**src/rtl/ahb_pkg.sv**
```systemverilog
// ============================================================================
// ahb_pkg : shared AHB transfer/burst types, master IDs and burst length helper
// Revision: 1.0
// ============================================================================
`default_nettype none

package ahb_pkg;

  typedef enum logic [1:0] {
    HT_IDLE   = 2'd0,
    HT_BUSY   = 2'd1,
    HT_NONSEQ = 2'd2,
    HT_SEQ    = 2'd3
  } htrans_t;

  typedef enum logic [2:0] {
    HB_SINGLE = 3'd0,
    HB_INCR   = 3'd1,
    HB_WRAP4  = 3'd2,
    HB_INCR4  = 3'd3,
    HB_WRAP8  = 3'd4,
    HB_INCR8  = 3'd5,
    HB_WRAP16 = 3'd6,
    HB_INCR16 = 3'd7
  } hburst_t;

  localparam logic [3:0] MST_CPU  = 4'd1;
  localparam logic [3:0] MST_UART = 4'd2;

  // Beats remaining after the NONSEQ; zero means the burst never holds the bus.
  function automatic logic [3:0] burst_beats(input hburst_t b);
    case (b)
      HB_WRAP4,  HB_INCR4:  return 4'd3;
      HB_WRAP8,  HB_INCR8:  return 4'd7;
      HB_WRAP16, HB_INCR16: return 4'd15;
      default:              return 4'd0;
    endcase
  endfunction

endpackage

`default_nettype wire

```
**src/rtl/ahb_burst_counter.sv**
```systemverilog
// ============================================================================
// ahb_burst_counter : tracks remaining beats of the owner's fixed-length burst
// Revision: 1.0
// ============================================================================
`default_nettype none

module ahb_burst_counter
  import ahb_pkg::*;
(
  input  logic    HCLK,
  input  logic    HRESET,
  input  htrans_t HTRANS,
  input  hburst_t HBURST,
  input  logic    HREADY,
  output logic    burst_hold
);

  logic [3:0] r_beats_left;
  logic       w_fixed_start;

  always_ff @(posedge HCLK or posedge HRESET) begin
    if (HRESET) begin
      r_beats_left <= 4'd0;
    end else if (HREADY) begin
      case (HTRANS)
        HT_NONSEQ: r_beats_left <= burst_beats(HBURST);
        HT_SEQ:    if (r_beats_left != 4'd0) r_beats_left <= r_beats_left - 4'd1;
        HT_IDLE:   r_beats_left <= 4'd0;
        default:   r_beats_left <= r_beats_left;
      endcase
    end
  end

  assign w_fixed_start = (HTRANS == HT_NONSEQ) && (burst_beats(HBURST) != 4'd0);

  // The last beat only releases the bus when it is actually a SEQ being accepted.
  assign burst_hold = w_fixed_start
                   || (r_beats_left > 4'd1)
                   || ((r_beats_left == 4'd1) && (HTRANS != HT_SEQ));

endmodule

`default_nettype wire

```
**src/rtl/ahb_arbiter.sv**
```systemverilog
// ============================================================================
// ahb_arbiter : two-master round-robin AHB arbiter with burst and lock hold
// Revision: 1.0
// ============================================================================
`default_nettype none

module ahb_arbiter
  import ahb_pkg::*;
#(
  parameter int DEFAULT_MASTER = 1
) (
  input  logic       HCLK,
  input  logic       HRESET,
  input  logic       HBUSREQ1,
  input  logic       HBUSREQ2,
  input  logic       HLOCK1,
  input  logic       HLOCK2,
  input  logic [1:0] HTRANS,
  input  logic [2:0] HBURST,
  input  logic       HREADY,
  output logic       HGRANT1,
  output logic       HGRANT2,
  output logic [3:0] HMASTER,
  output logic       HMASTLOCK
);

  localparam logic [1:0] c_default_grant = (DEFAULT_MASTER == 2) ? 2'b10 : 2'b01;
  localparam logic [3:0] c_default_id    = (DEFAULT_MASTER == 2) ? MST_UART : MST_CPU;

  // Grant held one-hot: bit0 = CPU, bit1 = UART.
  logic [1:0] r_grant;
  logic [3:0] r_last;
  logic [3:0] r_master;
  logic       r_mastlock;

  logic       w_burst_hold;
  logic       w_lock_req;
  logic       w_arb_ok;
  logic [3:0] w_gnt_id;
  logic [1:0] w_next_grant;
  logic [3:0] w_next_last;

  ahb_burst_counter u_burst_counter (
    .HCLK       (HCLK),
    .HRESET     (HRESET),
    .HTRANS     (htrans_t'(HTRANS)),
    .HBURST     (hburst_t'(HBURST)),
    .HREADY     (HREADY),
    .burst_hold (w_burst_hold)
  );

  assign w_gnt_id   = r_grant[1] ? MST_UART : MST_CPU;
  assign w_lock_req = r_grant[1] ? HLOCK2 : HLOCK1;
  assign w_arb_ok   = HREADY && !(w_lock_req || w_burst_hold);

  always_comb begin
    w_next_grant = r_grant;
    w_next_last  = r_last;
    if (w_arb_ok) begin
      if (HBUSREQ1 && HBUSREQ2) begin
        w_next_grant = (r_last == MST_CPU) ? 2'b10 : 2'b01;
        w_next_last  = (r_last == MST_CPU) ? MST_UART : MST_CPU;
      end else if (HBUSREQ1) begin
        w_next_grant = 2'b01;
        w_next_last  = MST_CPU;
      end else if (HBUSREQ2) begin
        w_next_grant = 2'b10;
        w_next_last  = MST_UART;
      end else begin
        // Parking is not a requested grant, so round-robin history is kept.
        w_next_grant = c_default_grant;
      end
    end
  end

  always_ff @(posedge HCLK or posedge HRESET) begin
    if (HRESET) begin
      r_grant    <= c_default_grant;
      r_last     <= MST_UART;
      r_master   <= c_default_id;
      r_mastlock <= 1'b0;
    end else if (HREADY) begin
      r_grant    <= w_next_grant;
      r_last     <= w_next_last;
      r_master   <= w_gnt_id;
      r_mastlock <= w_lock_req;
    end
  end

  assign HGRANT1   = r_grant[0];
  assign HGRANT2   = r_grant[1];
  assign HMASTER   = r_master;
  assign HMASTLOCK = r_mastlock;

endmodule

`default_nettype wire

```
**config.mk**
```make
export PLATFORM = sky130hd
export DESIGN_NAME = ahb_arbiter
export DESIGN_NICKNAME = d
export VERILOG_FILES = /design/src/rtl/ahb_pkg.sv /design/src/rtl/ahb_burst_counter.sv /design/src/rtl/ahb_arbiter.sv
export SDC_FILE = /design/constraint.sdc
export NUM_CORES = 1
export LEC_CHECK = 0
export ABC_AREA = 1
export CORE_MARGIN = 5
export CORE_UTILIZATION = 45
export CTS_BUF_LIST = sky130_fd_sc_hd__clkbuf_8
export CTS_CLUSTER_DIAMETER = 100
export DETAILED_ROUTE_END_ITERATION = 16
export GPL_TIMING_DRIVEN = 0
export PLACE_DENSITY = 0.74
export SLEW_MARGIN = 0
export SYNTH_ARGS = -nofsm -noshare
export SYNTH_HDL_FRONTEND = slang
export SYNTH_HIERARCHICAL = 1
export SYNTH_SLANG_ARGS = --single-unit
```
**constraint.sdc**
```tcl
create_clock -name HCLK -period 2.35 [get_ports HCLK]
set_input_delay 0.705 -clock HCLK [delete_from_list [all_inputs] [get_ports HCLK]]
set_output_delay 0.705 -clock HCLK [all_outputs]
set_load 0.03 [all_outputs]
```
==> results of run 1 <==
-- Yosys cell counts (2+ instances only) --
master   count
dfrtp_1      8
nand3_1      4
inv_1       18
buf_4        2
o21ai_0      6
a21oi_1      2
dfstp_2      3
o21ai_2      2
nand2_2      2
nor2_1       5
nand2_1     32
ha_1         5
nor2_2       3
-- state kept, by name, summed over array words and instances, names as in the netlist --
register                      flops
HMASTLOCK                         1
u_burst_counter/r_beats_left      4
r_last                            2
HMASTER                           2
r_grant                           2
-- cells in the final DEF, fill, tap and decap left out --
master	n
nand3_2	1
a21boi_0	1
dfstp_2	3
nor2_2	3
nand2_1	32
nor2_1	5
or2_1	1
clkbuf_8	3
a21oi_2	1
inv_2	1
conb_1	2
nand2_4	1
nand3_1	4
ha_1	5
o2111ai_1	1
o21a_1	1
dfrtp_1	8
o21ai_2	2
o21ai_0	6
inv_1	19
o21ai_1	1
nand2_2	2
inv_4	1
buf_4	2
clkdlybuf4s50_1	15
nand3b_1	1
a21oi_1	2
-- layer usage --
metal	track usage (%)	routed length, um
met1	14.98	668
met2	18.67	605
met3	5.233	71
met4	4.036	0
met5	0	0
-- kinds of logic (layout without fill, tap and decap cells) --
group	after synthesis	in the layout	synth area share, %
adder cells (fa/ha/maj)	5	5	8.251
AO/OA/AOI/OAI	15	15	12.54
AND/OR/NAND/NOR	50	50	29.70
buffers and inverters	22	41	12.21
flip-flops	11	11	36.80
other	1	2	0.4946
-- tightest hold or removal path, stage by stage (launching register included) --
cell and delay (ns):
dfstp_2 0.36, nand2_1 0.05, o21ai_1 0.05
-- power by group --
group / switching (uW) / internal [uW]
Sequential: 44.9 / 268
Clock: 62.2 / 114
Combinational: 200 / 144
-- final timing paths --
kind / start / to / slack (ns) / depth (start not counted)
max reg2reg: u_burst_counter/r_beats_left[0] / r_last[0] / 0.87 / 9
min reg2reg: r_grant[0] / r_grant[0] / 0.47 / 2
max in group asynchronous: HRESET / r_last[1] / 1.35 / 2
max: HMASTER[0] / HMASTER[0] / 0.23 / 1
min: r_grant[0] / r_grant[0] / 0.47 / 2
min in group asynchronous: HRESET / u_burst_counter/r_beats_left[3] / 0.68 / 2
-- through the flow --
step | util [%] | cell area, um^2 | hold slack [ns]
2_1_floorplan | - | 762.0 | 0.4432
3_5_place_dp | 59.79 | 932.1 | 0.4632
4_1_cts | 62.68 | 977.2 | 0.4711
3_3_place_gp | 59.79 | 932.1 | 0.4527
6_report | 62.68 | 977.2 | 0.4675
5_1_grt | 62.68 | 977.2 | 0.5054
-- cell type report --
cell class | instances | area [um^2] | share of cell area, %
multi-input cells | 72 | 390.4 | 39.95
inverters | 20 | 77.57 | 7.939
plain buffers | 2 | 15.01 | 1.536
clock buffers | 3 | 41.29 | 4.225
repair buffers | 15 | 150.1 | 15.36
clock inverters | 1 | 3.754 | 0.3841
flip-flops and latches | 11 | 279.0 | 28.55
well taps | 16 | 20.02 | 2.049
==> metrics.txt, run 1 <==
Hold Fails Final Rpt 0; Post-Syn Area 758.2 um^2; Req. time, crit path 1.64 ns; CTS tree built; RSZ-0062 raised after global routing no; skew final 0.004544 ns; Die W 51.05 um; Antenna Nets Post-Route 0; Area Overhead vs Synth 28.88%; crit path launch type register; EDFF count, synth 0; total clock sinks 11; Clock Latency Late Sink 0.23 ns; top cell type's share of synthesized area 26.40%; gr usage total 12.05%; Pwr Total 833.6 uW; Yosys top cell by area dfrtp_1; first-pass GRT wire length 2359 um; status complete, no violations; Cell Chain, Critical Path clkdlybuf4s50_1; Lkg Pwr 0.0005228 uW; Non-Filler Instances 140; Crit Path Class reg2out; vias per cell 4.593; Hold Path Class reg2reg; DP Worst Slack 0.1067 ns; core area 1559 um^2; HPWL Detailed 1133 um; Area contributors post-synth dfrtp_1, nand2_1, dfstp_2; Max VDD drop 0.0005190 V; worst path bufs/invs 1; Synth warnings 6; share of flip-flops with an asynchronous set or reset 100.0%; clk buf depth 2; ant diodes 0; share of post-route cells with drive strength above 1 16.13%; largest net degree at the start of global routing 8; Sum Neg Setup Slack 0 ns; htree depth 1; post-synthesis area per instance 7.291 um^2; Synth cell types 25; final worst-path cycle share 90.36%; Top FF cell, synth dfrtp_1; sequential share of the synthesized area 36.80%; #FFs+latches synth 11; crit path DAT 1.42 ns; CTS resizes 0; clock root buffer clkbuf_8; NumNets Final 142; area of the die 2606 um^2; post-CTS setup buffer count 0; initial DRC count 9; vias 643; GP Congestion 0.7445; Gate Count Post-Synth 104; fmax 0.4709 GHz; fin crit period 2.123 ns; Hold-fix buffers, CTS 0; Port Buf Inserts 15; Max-Cap Viols 0; Routed WL 1345 um; Chip Height 51.05 um; CP delay by family, top buffers and inverters; worst-path fanout max 2; setup ws final 0.2265 ns; pwr dens 853.1 nW/um^2; Layout fillers 136; Worst-path clk slew 0.05 ns; Core Rows 14; gr ovfl total 0; vias in the first global route 606; placed cell count 136; initial antenna violation count 0; Final Max Tran Viols 0; setup violators final 0; Residual DRC 0; number of I/O pins 19; Num CTS Buffers 3; Pre-Repair DR Iteration Count 4; initial core utilization 48.64%; CP endpoint kind primary output; Crit-path slowest cell clkdlybuf4s50_1; routed len/inst 9.607 um; CP max stage delay 0.66 ns
No activity file was read; power rests on OpenSTA's default activity.
==> run 2, diff against run 1 <==
GPL_ROUTABILITY_DRIVEN = 0   (was not set)
clock period = 2.3 ns   (was 2.35 ns; I/O delays follow)
==> results of run 2 <==
The final DEF is identical to that of run 1. Status: complete, no violations.
Among the figures that moved: setup slack after placement 0.1067 ns -> 0.07170 ns; setup slack after layout 0.2265 ns -> 0.1915 ns; register-to-register setup slack 0.87 ns -> 0.82 ns; total power 833.6 uW -> 851.7 uW; worst IR drop on VDD 0.0005190 V -> 0.0005303 V
